[src/rtl/ledstrip_pkg.sv]
// Shared definitions for the LED strip frame sender: FSM states and default
// WS2812 timing at a 50 MHz clock (20 ns per cycle).
package ledstrip_pkg;

  typedef enum logic [1:0] {
    ST_IDLE  = 2'd0,
    ST_LOAD  = 2'd1,
    ST_BIT   = 2'd2,
    ST_LATCH = 2'd3
  } led_state_e;

  localparam int COLOR_W       = 24;
  localparam int DEF_T0H_CYC   = 20;    // 400 ns high for a 0 bit
  localparam int DEF_T1H_CYC   = 40;    // 800 ns high for a 1 bit
  localparam int DEF_BIT_CYC   = 63;    // 1.26 us bit period
  localparam int DEF_RESET_CYC = 2600;  // 52 us low latch

  // Width of a counter or index covering 0..n-1, never narrower than one bit.
  function automatic int idx_width(input int n);
    return (n > 1) ? $clog2(n) : 1;
  endfunction

endpackage

[src/rtl/ws2812_bit_timer.sv]
// Per-bit cycle counter for the WS2812 waveform. Produces the bit_end strobe on
// the last cycle of a bit and the high/low decision for the following cycle so
// the parent can register dout in step with its state.
module ws2812_bit_timer
  import ledstrip_pkg::*;
#(
  parameter int T0H_CYC = DEF_T0H_CYC,
  parameter int T1H_CYC = DEF_T1H_CYC,
  parameter int BIT_CYC = DEF_BIT_CYC
) (
  input  logic clk,
  input  logic reset,
  input  logic run,        // currently in a bit period
  input  logic run_next,   // next cycle is in a bit period
  input  logic bit_next,   // data bit being sent next cycle
  output logic bit_end,    // last cycle of the current bit
  output logic high_next   // dout level for next cycle
);

  localparam int CNT_W = idx_width(BIT_CYC);
  localparam logic [CNT_W-1:0] LAST_C = CNT_W'(BIT_CYC - 1);
  localparam logic [CNT_W-1:0] T0H_C  = CNT_W'(T0H_CYC);
  localparam logic [CNT_W-1:0] T1H_C  = CNT_W'(T1H_CYC);

  logic [CNT_W-1:0] cnt_r;
  logic [CNT_W-1:0] cnt_next_s;
  logic             bit_end_s;

  // Next count: advance inside a bit, restart at 0 on bit end or when idle.
  always_comb begin
    cnt_next_s = '0;
    bit_end_s  = run && (cnt_r == LAST_C);
    if (run && !bit_end_s) begin
      cnt_next_s = cnt_r + CNT_W'(1);
    end else begin
      cnt_next_s = '0;
    end
    high_next = run_next && (cnt_next_s < (bit_next ? T1H_C : T0H_C));
  end

  assign bit_end = bit_end_s;

  // Cycle counter register.
  always_ff @(posedge clk) begin
    if (reset) begin
      cnt_r <= '0;
    end else begin
      cnt_r <= cnt_next_s;
    end
  end

endmodule

[src/rtl/led_frame_sender.sv]
// WS2812 frame sender: on refresh, fetches NUM_LEDS colours by index and
// shifts them out MSB first, then holds the line low for the latch time.
// Refresh requests arriving mid-frame coalesce into one follow-on frame.
module led_frame_sender
  import ledstrip_pkg::*;
#(
  parameter int NUM_LEDS  = 100,
  parameter int T0H_CYC   = DEF_T0H_CYC,
  parameter int T1H_CYC   = DEF_T1H_CYC,
  parameter int BIT_CYC   = DEF_BIT_CYC,
  parameter int RESET_CYC = DEF_RESET_CYC
) (
  input  logic                             clk,
  input  logic                             reset,
  input  logic                             refresh,
  output logic [idx_width(NUM_LEDS)-1:0]   led_index,
  input  logic [COLOR_W-1:0]               led_color,
  output logic                             dout,
  output logic                             busy,
  output logic                             frame_done
);

  localparam int IDX_W = idx_width(NUM_LEDS);
  localparam int LAT_W = idx_width(RESET_CYC);
  localparam logic [IDX_W-1:0] LAST_IDX   = IDX_W'(NUM_LEDS - 1);
  localparam logic [LAT_W-1:0] LATCH_LAST = LAT_W'(RESET_CYC - 1);

  if (!((T0H_CYC < T1H_CYC) && (T1H_CYC < BIT_CYC))) begin : g_bad_timing
    $error("led_frame_sender: timing must satisfy T0H_CYC < T1H_CYC < BIT_CYC");
  end
  if ((NUM_LEDS < 1) || (RESET_CYC < 1)) begin : g_bad_size
    $error("led_frame_sender: NUM_LEDS and RESET_CYC must be at least 1");
  end

  led_state_e         state_r, state_next_s;
  logic [IDX_W-1:0]   led_index_r;
  logic [COLOR_W-1:0] shift_r;
  logic [4:0]         bit_cnt_r;
  logic [LAT_W-1:0]   latch_cnt_r;
  logic               pending_r, dout_r, busy_r, frame_done_r;

  logic bit_end_s, high_next_s, bit_next_s, latch_end_s;
  logic shift_s, idx_inc_s, idx_clr_s;

  ws2812_bit_timer #(
    .T0H_CYC (T0H_CYC),
    .T1H_CYC (T1H_CYC),
    .BIT_CYC (BIT_CYC)
  ) u_bit_timer (
    .clk       (clk),
    .reset     (reset),
    .run       (state_r == ST_BIT),
    .run_next  (state_next_s == ST_BIT),
    .bit_next  (bit_next_s),
    .bit_end   (bit_end_s),
    .high_next (high_next_s)
  );

  // Next-state logic plus datapath control strobes.
  always_comb begin
    state_next_s = state_r;
    bit_next_s   = shift_r[COLOR_W-1];
    shift_s      = 1'b0;
    idx_inc_s    = 1'b0;
    idx_clr_s    = 1'b0;
    latch_end_s  = (state_r == ST_LATCH) && (latch_cnt_r == LATCH_LAST);
    case (state_r)
      ST_IDLE: begin
        if (refresh) begin
          state_next_s = ST_LOAD;
          idx_clr_s    = 1'b1;
        end else begin
          state_next_s = ST_IDLE;
        end
      end
      ST_LOAD: begin
        state_next_s = ST_BIT;
        bit_next_s   = led_color[COLOR_W-1];
      end
      ST_BIT: begin
        if (!bit_end_s) begin
          state_next_s = ST_BIT;
        end else if (bit_cnt_r != 5'd0) begin
          state_next_s = ST_BIT;
          shift_s      = 1'b1;
          bit_next_s   = shift_r[COLOR_W-2];
        end else if (led_index_r < LAST_IDX) begin
          state_next_s = ST_LOAD;
          idx_inc_s    = 1'b1;
        end else begin
          state_next_s = ST_LATCH;
        end
      end
      ST_LATCH: begin
        if (latch_end_s) begin
          idx_clr_s    = 1'b1;
          state_next_s = (pending_r || refresh) ? ST_LOAD : ST_IDLE;
        end else begin
          state_next_s = ST_LATCH;
        end
      end
      default: begin
        state_next_s = ST_IDLE;
      end
    endcase
  end

  // State, datapath and registered outputs.
  always_ff @(posedge clk) begin
    if (reset) begin
      state_r      <= ST_IDLE;
      led_index_r  <= '0;
      shift_r      <= '0;
      bit_cnt_r    <= 5'd0;
      latch_cnt_r  <= '0;
      pending_r    <= 1'b0;
      dout_r       <= 1'b0;
      busy_r       <= 1'b0;
      frame_done_r <= 1'b0;
    end else begin
      state_r <= state_next_s;

      if (idx_clr_s) begin
        led_index_r <= '0;
      end else if (idx_inc_s) begin
        led_index_r <= led_index_r + IDX_W'(1);
      end else begin
        led_index_r <= led_index_r;
      end

      if (state_r == ST_LOAD) begin
        shift_r   <= led_color;
        bit_cnt_r <= 5'd23;
      end else if (shift_s) begin
        shift_r   <= {shift_r[COLOR_W-2:0], 1'b0};
        bit_cnt_r <= bit_cnt_r - 5'd1;
      end else begin
        shift_r   <= shift_r;
        bit_cnt_r <= bit_cnt_r;
      end

      if ((state_r == ST_LATCH) && !latch_end_s) begin
        latch_cnt_r <= latch_cnt_r + LAT_W'(1);
      end else begin
        latch_cnt_r <= '0;
      end

      // A request at the latch exit is consumed by the restart itself.
      if (latch_end_s) begin
        pending_r <= 1'b0;
      end else if (refresh && (state_r != ST_IDLE)) begin
        pending_r <= 1'b1;
      end else begin
        pending_r <= pending_r;
      end

      dout_r       <= high_next_s;
      busy_r       <= (state_next_s != ST_IDLE);
      frame_done_r <= latch_end_s;
    end
  end

  assign led_index  = led_index_r;
  assign dout       = dout_r;
  assign busy       = busy_r;
  assign frame_done = frame_done_r;

endmodule

[config.mk]
export PLATFORM = sky130hd
export DESIGN_NAME = led_frame_sender
export DESIGN_NICKNAME = d
export VERILOG_FILES = /design/src/rtl/ledstrip_pkg.sv /design/src/rtl/ws2812_bit_timer.sv /design/src/rtl/led_frame_sender.sv
export SDC_FILE = /design/constraint.sdc
export NUM_CORES = 1
export LEC_CHECK = 0
export ABC_AREA = 1
export CORE_UTILIZATION = 33
export CTS_CLUSTER_DIAMETER = 40
export CTS_CLUSTER_SIZE = 14
export DETAILED_ROUTE_END_ITERATION = 10
export GPL_ROUTABILITY_DRIVEN = 0
export GPL_TIMING_DRIVEN = 0
export PLACE_DENSITY_LB_ADDON = 0.08
export SLEW_MARGIN = 25
export SYNTH_ARGS = -nofsm -noshare
export SYNTH_HDL_FRONTEND = slang
export SYNTH_SLANG_ARGS = --single-unit
[constraint.sdc]
create_clock -name clk -period 3.5 [get_ports clk]
set_input_delay 0.7 -clock clk [delete_from_list [all_inputs] [get_ports clk]]
set_output_delay 0.7 -clock clk [all_outputs]
set_load 0.02 [all_outputs]
==> out/metrics.yaml, run 1 <==
setup_path:
  r2r_cells: 11
  crit_type: "reg2out"
  path_delay_family: "buffers and inverters"
  path_max_fanout: 6
  cp.arrival_ns: 1.39
  start_kind: "flop"
  crit_path_end_kind: "output pin"
  required_ns: 2.80
  path_cells: "clkdlybuf4s50_1"
  max_stage_delay_ns: 0.64
  slowest_stage: "clkdlybuf4s50_1"
  crit_cells: 1
  worst-path-buf-inv: 1
clocking:
  worstSkewPairLatency_ns: 0.34
  cts_made_buffers: 9
  cts_setup_buffers: 0
  cts_tree: "built"
  htree_levels: 3
  cts_resized: 0
  cts_buffer_depth: 2
  cts.sinks: 60
  clk_pin_slew_ns: 0.07
  cts_root_buf: "clkbuf_8"
  hold_buffers: 0
drt:
  drt-total-wl_mm: 6.030
  vias_per_cell: 4.663
  via_count: 2532
  drcViolationCount: 0
  detail_route.wl_per_cell_um: 11.10
  firstDrtPassIters: 4
  ant_nets: 0
  drtIter0Drc: 82
  highest_layer: "met4"
  met2_wirelength_mm: 2.614
  m1WireLength_mm: 3.097
  met3_length_um: 261
logic_synthesis:
  ys_top_cells_by_area: "dfxtp_1 (42%), nand2_1 (14%), inv_1 (5.9%), ha_1 (5.7%), a21oi_1 (3.8%)"
  syn_nets: 427
  ys_seq_elements: 60
  synth_cell_types: 34
  ys_seq_area_share_pct: 41.90
  synth_edf_count: 0
  synth_top_cell_area_share_pct: 41.90
  syn-instance-count: 387
  synth.largest_area_cell: "dfxtp_1"
  syn-cell-area_um2: 2866
  ys_warn_count: 0
  synthArstFlopShare_pct: 0
  synthFlopType: "dfxtp_1"
  synth.avg_cell_area_um2: 7.407
final_layout:
  synthToLayoutAreaGrowth_pct: 23.48
  n_antenna_cell: 0
  final_layout_size_suffix_gt1_share_pct: 8.904
  layout.area.seq_um2: 1201
  fin_util_pct: 42.65
  multi_input_area_um2: 1421
  nNetsFinal: 473
  final_common_cell: "nand2_1"
  fillers: 893
  mostFrequentLayoutCells: "nand2_1 (107), dfxtp_1 (60), inv_1 (45)"
timing:
  finalWorstSetupSlack_ns: 1.411
  fin_crit_ns: 2.089
  max_freq_mhz: 478.8
  rsz0062_at_grt: "false"
  tns_ns: 0
  slew_headroom_pct: 61.75
  finalHoldViolCount: 0
  drv_slew: 0
  min_period_over_period_pct: 59.67
  setup_viol: 0
  worst_pin_slew_ns: 0.5737
  skew_ns: 0.009339
pwr:
  p_per_area_nw_per_um2: 417.8
  sw_frac_of_total_pct: 25.69
  comb_power_share_pct: 10.2
  p_total_mw: 1.479
  p_sw_mw: 0.3798
  p_clk_share_pct: 41.0
  p_int_mw: 1.099
  peakVddDrop_v: 0.0002901
  power.leakage_nw: 1.372
  sequentialPowerShare_pct: 48.8
global_routing:
  grtUsageTotal_pct: 14.90
  grt_max_degree: 12
  grt_pass1_wl_mm: 10.60
  gr-total-overflow: 0
  first_global_vias: 2365
  grt_antenna_before_repair: 0
die:
  ios: 37
  dieArea_um2: 9063
  std_cell_rows: 33
  die_h_um: 95.20
  core_um2: 8299
  start_util_pct: 34.54
  dieWidth_um: 95.20
worst_hold_path:
  hold_class: "reg2reg"
  holdPathStages: 2
placement:
  portBuffers: 35
  dp_hpwl_mm: 4.410
  place_ws_ns: 1.218
flow_run:
  max_cap_viol_count: 0
run_status:
  status: "complete, no violations"
-- cell type report --
type                       instances  share of cell area [%]
tap                              105                   3.712
buffer                            11                   1.697
sequential                        60                   33.93
timing repair buffer              35                   9.898
clock inverter                     7                   1.909
multi-input combinational        267                   40.16
clock buffer                       9                   3.499
inverter                          49                   5.196
-- logic make-up after synthesis --
logic type	count (synthesis)	share of synthesized area [%]
mux	1	0.3928
buf+inv	60	8.511
compound gates	63	12.75
flops	60	41.90
xor+xnor	7	2.139
fa+ha+maj	13	5.675
simple gates	183	28.63
-- cells in the mapped netlist, types with 5 or more instances --
| master | instances |
|---|---|
| a21oi_1 | 22 |
| a22oi_1 | 7 |
| a31oi_1 | 17 |
| clkbuf_1 | 6 |
| dfxtp_1 | 60 |
| ha_1 | 13 |
| inv_1 | 45 |
| nand2_1 | 107 |
| nand3_1 | 17 |
| nand4_1 | 5 |
| nor2_1 | 29 |
| nor3_1 | 8 |
| o21ai_0 | 12 |
| xor2_1 | 5 |
-- final timing paths --
path                                    from                 endpoint  slack, ns
min                  shift_r[7]$_SDFFE_PP0P_  shift_r[7]$_SDFFE_PP0P_       0.47
min reg2reg          shift_r[7]$_SDFFE_PP0P_  shift_r[7]$_SDFFE_PP0P_       0.47
max                led_index[2]$_SDFFE_PP0P_             led_index[2]       1.41
max reg2reg  u_bit_timer.cnt_r[0]$_SDFF_PP0_          dout$_SDFF_PP0_       1.45
-- layer usage --
| metal | track usage, % | up-vias |
|---|---|---|
| met5 | 0 | - |
| met3 | 5.024 | 6 |
| met4 | 3.788 | 0 |
| li1 | - | 1353 |
| met1 | 19.83 | 1128 |
| met2 | 22.98 | 45 |
-- power groups by stage --
stage / combinational, mW / sequential [mW] / clock, mW
final: 0.152 / 0.722 / 0.606
after global routing: 0.172 / 0.725 / 0.658
after CTS: 0.154 / 0.721 / 0.636
after detailed placement: 0.153 / 0.737 / 0
after global placement: 0.151 / 0.736 / 0
after floorplan: 0.0912 / 0.737 / 0
-- flip-flops by register name (all words and copies together) (netlist names) --
signal             flops
shift_r               24
dout                   1
frame_done             1
led_index              7
pending_r              1
state_r                2
bit_cnt_r              5
latch_cnt_r           12
u_bit_timer.cnt_r      6
busy                   1
-- through the flow --
step / instances / instance area, um^2 / hold slack, ns
global placement: 527 / 3348 / 0.4448
CTS: 543 / 3540 / 0.4649
finish: 543 / 3540 / 0.4675
global route: 543 / 3540 / 0.4887
floorplan: 387 / 2867 / 0.4295
detailed placement: 527 / 3348 / 0.4536
No activity file was read; power rests on OpenSTA's default activity.
==> run 2, diff against run 1 <==
==> constraint.sdc (replaced) <==
create_clock -name clk -period 1.7 [get_ports clk]
set_input_delay 0.34 -clock clk [delete_from_list [all_inputs] [get_ports clk]]
set_output_delay 0.34 -clock clk [all_outputs]
set_load 0.02 [all_outputs]
==> out/metrics.yaml, run 2 (same netlist as run 1, synthesis figures left out) <==
run_status:
  status: "finished with violations"
  failed_checks: "negative setup slack"
setup_path:
  cp.arrival_ns: 2.00
  crit_path_end_kind: "flop"
  required_ns: 1.97
  start_kind: "flop"
  path_max_fanout: 3
  crit_type: "reg2reg"
pwr:
  p_per_area_nw_per_um2: 756.5
  peakVddDrop_v: 0.0003661
  p_total_mw: 3.086
  power.leakage_nw: 1.695
drt:
  detail_route.wl_per_cell_um: 12.06
  vias_per_cell: 4.722
  drcViolationCount: 0
  drt-total-wl_mm: 6.813
  via_count: 2668
  drtIter0Drc: 103
  firstDrtPassIters: 4
  ant_nets: 0
final_layout:
  final_common_cell: "nand2_1"
  fillers: 816
  largest_reg_flops: 24
  multi_input_area_um2: 1658
  final_layout_size_suffix_gt1_share_pct: 24.57
  top_register: "shift_r"
  n_antenna_cell: 0
  nNetsFinal: 497
  synthToLayoutAreaGrowth_pct: 42.30
  mostFrequentLayoutCells: "nand2_1 (89), dfxtp_1 (52), inv_1 (40)"
  final_cells: 565
  layout.area.seq_um2: 1221
timing:
  slew_headroom_pct: 58.10
  finalHoldViolCount: 0
  rsz0062_at_grt: "true"
  worst_pin_slew_ns: 0.6285
  drv_slew: 0
  setup_viol: 5
  min_period_over_period_pct: 101.7
  max_freq_mhz: 578.4
  skew_ns: 0.007879
  fin_crit_ns: 1.729
  finalWorstSetupSlack_ns: -0.02905
clocking:
  hold_buffers: 0
  cts_made_buffers: 9
  cts_root_buf: "clkbuf_8"
  cts_tree: "built"
  htree_levels: 3
  clk_pin_slew_ns: 0.06
  cts_buffer_depth: 2
  cts.sinks: 60
  worstSkewPairLatency_ns: 0.34
die:
  ios: 37
  dieWidth_um: 95.20
  start_util_pct: 34.54
  dieArea_um2: 9063
  die_h_um: 95.20
  std_cell_rows: 33
  core_um2: 8299
placement:
  dp_cells: 527
  dp_hpwl_mm: 4.552
  portBuffers: 35
global_routing:
  gr-total-overflow: 0
  grtUsageTotal_pct: 16.16
  grt_antenna_before_repair: 0
  first_global_vias: 2517
  grt_pass1_wl_mm: 11.30
  grt_max_degree: 11
flow_run:
  max_cap_viol_count: 0
worst_hold_path:
  hold_class: "in2reg"
==> run 2: cell count changes in the layout (fill, tap and decap cells not counted), sizes merged <==
cell,previous run,this run
bufinv,1,0
dlymetal6s2s,0,3
buf,5,26
clkinv,3,2
dlygate4sd2,0,4
clkbuf,15,21
clkinvlp,3,0
clkdlybuf4s50,35,28
==> run 2: area by class of cell <==
| cell class | count | share of cell area (%) |
|---|---|---|
| Buffer | 11 | 2.239 |
| Inverter | 49 | 4.755 |
| Timing Repair Buffer | 59 | 14.91 |
| Sequential cell | 60 | 29.94 |
| Clock inverter | 2 | 0.2454 |
| Tap cell | 105 | 3.221 |
| Multi-Input combinational cell | 267 | 40.64 |
| Clock buffer | 12 | 4.049 |
==> run 2: worst max-delay path, stage by stage, from the launching register on <==
cell and delay [ns]:
dfxtp_4 0.34, inv_2 0.05, ha_4 0.13, nand3_4 0.08, nor2_4 0.16, nand4_1 0.10
nand2_1 0.10, nand2_2 0.06, nand2_2 0.07, inv_2 0.05, ha_4 0.21, a21oi_2 0.10
nand3_1 0.08, a21oi_1 0.10
==> run 2: timing repair <==
item                       in CTS  in global routing
setup buffers                  17                  5
resized for setup              38                 51
pin swaps                      16                 29
gates cloned                    0                  4
setup endpoints to repair      33                 38
==> run 2: metal layers <==
layer | vias to the layer above | routed length (um) | global-route usage [%]
met1 | 1229 | 3279 | 20.00
met2 | 28 | 3280 | 26.96
li1 | 1404 | - | -
met5 | - | 0 | 0
met4 | 0 | 61 | 5.303
met3 | 7 | 192 | 4.466
==> run 2: where the power goes <==
group	leakage [nW]	internal, mW	switching, mW	total (mW)
clock	0.0941	0.627	0.546	1.17
sequential	0.492	1.46	0.0337	1.49
combinational	1.11	0.209	0.215	0.424
==> run 2: path summary, 6_finish.rpt <==
check / slack, ns / end / start / cells past startpoint
worst min-delay path: 0.34 / state_r[0]$_SDFF_PP0_ / reset / 2
worst max register to register: -0.03 / dout$_SDFF_PP0_ / u_bit_timer.cnt_r[0]$_SDFF_PP0_ / 13
worst max-delay path: -0.03 / dout$_SDFF_PP0_ / u_bit_timer.cnt_r[0]$_SDFF_PP0_ / 13
worst min register to register: 0.46 / shift_r[0]$_SDFFE_PP0P_ / shift_r[0]$_SDFFE_PP0P_ / 2
==> run 2: metrics by stage <==
step	setup slack (ns)	setup TNS (ns)	area, um^2	hold WS, ns	utilization [%]
after floorplan	-0.01709	-0.01709	2894	0.4295	-
after global placement	-0.2471	-1.763	3376	0.4491	40.68
after detailed placement	-0.2506	-2.387	3376	0.4539	40.68
after CTS	-0.03911	-0.03911	3804	0.3396	45.83
after global routing	-0.1360	-3.254	4079	0.3886	49.15
final	-0.02905	-0.08260	4079	0.3388	49.15
==> patch 1, RTL diff (flow settings as in run 2) <==
Add an input register stage for `led_color`; this delays it by one clock. The other inputs are not delayed to match.
--- a/src/rtl/led_frame_sender.sv
+++ b/src/rtl/led_frame_sender.sv
@@ -24,6 +24,12 @@
   localparam int LAT_W = idx_width(RESET_CYC);
   localparam logic [IDX_W-1:0] LAST_IDX   = IDX_W'(NUM_LEDS - 1);
   localparam logic [LAT_W-1:0] LATCH_LAST = LAT_W'(RESET_CYC - 1);
+
+  logic [COLOR_W-1:0] led_color_q;
+
+  always_ff @(posedge clk) begin
+    led_color_q <= led_color;
+  end
 
   if (!((T0H_CYC < T1H_CYC) && (T1H_CYC < BIT_CYC))) begin : g_bad_timing
     $error("led_frame_sender: timing must satisfy T0H_CYC < T1H_CYC < BIT_CYC");
@@ -75,7 +81,7 @@
       end
       ST_LOAD: begin
         state_next_s = ST_BIT;
-        bit_next_s   = led_color[COLOR_W-1];
+        bit_next_s   = led_color_q[COLOR_W-1];
       end
       ST_BIT: begin
         if (!bit_end_s) begin
@@ -129,7 +135,7 @@
       end
 
       if (state_r == ST_LOAD) begin
-        shift_r   <= led_color;
+        shift_r   <= led_color_q;
         bit_cnt_r <= 5'd23;
       end else if (shift_s) begin
         shift_r   <= {shift_r[COLOR_W-2:0], 1'b0};
Formal check against the unedited RTL: no difference found for any inputs over 10 cycles, from zero or initial values and one cycle with reset high; that may be too few to reach the edited logic, so the function may still have changed.
==> patch 1 against run 2 <==
- critical path depth shrank 1
- wire length increased by 2.8%
- the run still ends with negative setup slack left
- count of clock-buffer cells in the layout decreased by 1
- cell area is 9.3% higher
- largest cell class is now flip-flops and latches
- hold slack improved by 0.082 ns
- sequential share of layout area up 7.9 points
- via count increased by 3.6%
- worst setup slack lost 0.0068 ns
- area after synthesis rose by 18%
- power rose by 32%
- sequential cell count rose by 24
==> patch 1: results (changes against run 2) <==
Leak -> 1.874 nW (+11%)
Inst Count DP -> 584 (+11%)
M2 GR Usage -> 26.15% (-0.81 points)
hold endpoint -> led_color_q[22]
P_int -> 3.100 mW (+35%)
status -> complete, but fails checks
drt wl/cell -> 11.43 um (-5.2%)
synth unique cells -> 35 (+2.9%)
CTS resizes -> 26 (-32%)
Finish-stage setup viols -> 3 (-2)
Crit path arrival time -> 2.02 ns (+0.02 ns)
Seq/Total Area, Yosys -> 49.65% (+7.7 points)
post-placement cell area -> 0.003936 mm2 (+17%)
Detailed Routing Iterations Pass 1 -> 5 (+1)
mux share of post-synthesis cell area -> 0% (-0.39 points)
via density per instance -> 4.511 (-4.5%)
first-pass GRT wire length -> 12030 um (+6.5%)
hold wc startpoint -> led_color[22]
largest net degree at the start of global routing -> 15 (+4)
Worst-path clk slew -> 0.09 ns (+0.03 ns)
Switch Pwr -> 0.9825 mW (+24%)
dpl ws -> -0.3439 ns (-0.09330 ns)
slew at the pin closest to its max-slew limit -> 0.6061 ns (-0.02239 ns)
met3 wire len -> 248 um (+29%)
worst hold path cell count -> 1 (-1)
GRT Overall Usage -> 14.75% (-1.4 points)
setup ws final -> -0.03587 ns (-0.006818 ns)
Compound-Gate Fraction of Synth Area -> 8.718% (-4.0 points)
Post-Route M1 WL -> 3171 um (-3.3%)
Setup Buffers After CTS -> 10 (-7)
clk_skew -> 0.01227 ns (+0.004389 ns)
# fillers -> 968 (+19%)
final non-filler cell total -> 613 (+8.5%)
met2 routed WL -> 3414 um (+4.1%)
failing checks -> negative setup slack
synth cell count leaders -> 96 x nand2_1, 84 x dfxtp_1, 48 x inv_1
maximum VDD drop -> 0.3938 mV (+7.6%)
Post-Syn Area per Cell -> 8.161 um2 (+10%)
## patch 1: final cells by class
type                    count  area, um2  share of cell area, %
flip-flops and latches     84       1689                  37.88
clock buffers              11      141.4                  3.171
inverters                  51      197.7                  4.433
clock inverters             5      83.83                  1.880
multi-input cells         268       1625                  36.45
well taps                 133      166.4                  3.732
plain buffers              13      95.09                  2.132
repair buffers             48      460.4                  10.33
## patch 1: how the worst max path moves through the flow
| stage | cells past startpoint | slack [ns] | end | startpoint |
|---|---|---|---|---|
| 5_1_grt | 13 | -0.18 | dout | u_bit_timer.cnt_r[0] |
| 6_report | 12 | -0.04 | dout | u_bit_timer.cnt_r[0] |
| 3_3_place_gp | 4 | -0.29 | shift_r[7] | reset |
| 2_1_floorplan | 14 | 0.003 | dout | u_bit_timer.cnt_r[0] |
| 3_5_place_dp | 4 | -0.34 | shift_r[15] | reset |
| 4_1_cts | 12 | -0.09 | dout | u_bit_timer.cnt_r[1] |
==> patch 2, RTL diff (settings of run 2) <==
Without the edit above. Change the package constant `COLOR_W` from 24 to 12.
--- a/src/rtl/ledstrip_pkg.sv
+++ b/src/rtl/ledstrip_pkg.sv
@@ -9,7 +9,7 @@
     ST_LATCH = 2'd3
   } led_state_e;
 
-  localparam int COLOR_W       = 24;
+  localparam int COLOR_W       = 12;
   localparam int DEF_T0H_CYC   = 20;    // 400 ns high for a 0 bit
   localparam int DEF_T1H_CYC   = 40;    // 800 ns high for a 1 bit
   localparam int DEF_BIT_CYC   = 63;    // 1.26 us bit period
Interface: changed (resized led_color); port bits go from 37 to 25. The function was not compared with the original's and may differ.
==> patch 2 against run 2 <==
- the flow still finishes with violations (negative setup slack)
- hold slack gained 0.11 ns
- worst setup slack lost 0.11 ns
- cell area shrank 22%
- clock power shrank 38%
- wire length shrank 22%
- sequential cell count shrank 12
- core utilization shrank 2.6 points
- power shrank 27%
- area after synthesis shrank 17%
- largest cell class unchanged
- largest power group unchanged
==> patch 2: results (changes against run 2) <==
TritonCTS Buffers -> 5 (-4)
Post-Syn Area per Cell -> 7.338 um2 (-0.93%)
GRT Overall Usage -> 14.88% (-1.3 points)
vias in the first global route -> 1969 (-22%)
Slew headroom -> 63.13% (+5.0 points)
IO Port Bufs -> 24 (-31%)
H-tree Lvls -> 2 (-1)
maximum VDD drop -> 0.2943 mV (-20%)
clk_skew -> 0.01052 ns (+0.002636 ns)
post-placement cell area -> 0.002778 mm2 (-18%)
Finish-stage setup viols -> 9 (+4)
Crit path arrival time -> 2.08 ns (+0.08 ns)
Area contributors post-synth -> dfxtp_1 40%, nand2_1 14%, inv_1 7.1%
root buf cell -> clkbuf_8
largest net degree at the start of global routing -> 17 (+6)
synth unique cells -> 35 (+2.9%)
Inst Count DP -> 445 (-16%)
post-synth net total -> 353 (-17%)
Worst-path clk slew -> 0.10 ns (+0.04 ns)
latest clock arrival within the worst-skew pair -> 0.31 ns (-0.03 ns)
final non-filler cell total -> 474 (-16%)
drt wl/cell -> 11.23 um (-6.9%)
synth cell count leaders -> 86 x nand2_1, 48 x dfxtp_1, 45 x inv_1
first-pass GRT wire length -> 8832 um (-22%)
Setup TNS -> -0.3282 ns (-0.2456 ns)
Leak -> 1.338 nW (-21%)
failing checks -> negative setup slack
Seq/Total Area, Yosys -> 40.29% (-1.6 points)
DRT iter0 DRCs -> 49 (-52%)
crit path max fanout -> 5 (+2)
status -> complete, but fails checks
layout cells sized above 1 -> 24.87% (+0.30 points)
setup ws final -> -0.1384 ns (-0.1093 ns)
DP HPWL -> 3649 um (-20%)
patch 2: area by class of cell:
type | instances | area [um2]
fillers | 712 | 3672
multi-input cells | 222 | 1368
flip-flops and latches | 48 | 978.4
repair buffers | 45 | 406.6
inverters | 50 | 197.7
well taps | 96 | 120.1
clock buffers | 5 | 68.82
plain buffers | 5 | 33.78
clock inverters | 3 | 23.77
patch 2: repair_timing:
| item | 4_1_cts | 5_1_grt |
|---|---|---|
| setup endpoints to repair | 16 | 26 |
| hold endpoints to repair | 0 | 0 |
| buffers inserted | 9 | 10 |
| gates resized for setup | 18 | 46 |
| cloned | 0 | 2 |
| pin swaps | 7 | 18 |
patch 2: worst paths after layout:
kind	start	to	slack, ns	depth (start not counted)
max	state_r[0]	dout	-0.14	11
max reg2reg	state_r[0]	dout	-0.14	11
min	latch_cnt_r[0]	latch_cnt_r[0]	0.45	1
min reg2reg	latch_cnt_r[0]	latch_cnt_r[0]	0.45	1
patch 2: critical path, cell delays in order, from the launching register on:
cell and delay [ns]:
dfxtp_2 0.36, inv_2 0.11, ha_4 0.19, inv_1 0.06, nor2_2 0.16, inv_2 0.09, nor3_4 0.15, ha_4 0.23
a21o_1 0.17, nor2_1 0.09, nand2_1 0.07, a21oi_2 0.10
patch 2: kinds of logic (layout without fill, tap and decap cells):
logic type	Yosys count	count (layout)	synth area share, %
AOI/OAI and AO/OA	47	47	11.23
xor gates and xnor gates	7	7	2.571
adders and majority gates	13	13	6.821
and+or+nand+nor	155	155	29.91
DFF	48	48	40.29
buffers and inverters	55	108	9.181
patch 2: metal layers:
| layer | vias up | GRT usage, % | wire [um] |
|---|---|---|---|
| met3 | 5 | 3.128 | 149 |
| met2 | 27 | 24.62 | 2506 |
| met5 | - | 0 | 0 |
| met4 | 0 | 5.455 | 73 |
| met1 | 958 | 19.02 | 2591 |
| li1 | 1152 | - | - |
patch 2: power by group:
part | switching (mW) | internal, mW | leakage (nW)
Clock | 0.428 | 0.292 | 0.0404
Sequential | 0.0246 | 1.16 | 0.395
Combinational | 0.181 | 0.153 | 0.903
patch 2: through the flow:
stage	hold WS [ns]	setup slack, ns	util (%)
after floorplan	0.4180	-0.1095	-
after global placement	0.4469	-0.3594	40.44
after detailed placement	0.4515	-0.3232	40.44
after CTS	0.4711	-0.1465	43.53
after global routing	0.4678	-0.2700	46.54
final	0.4452	-0.1384	46.54
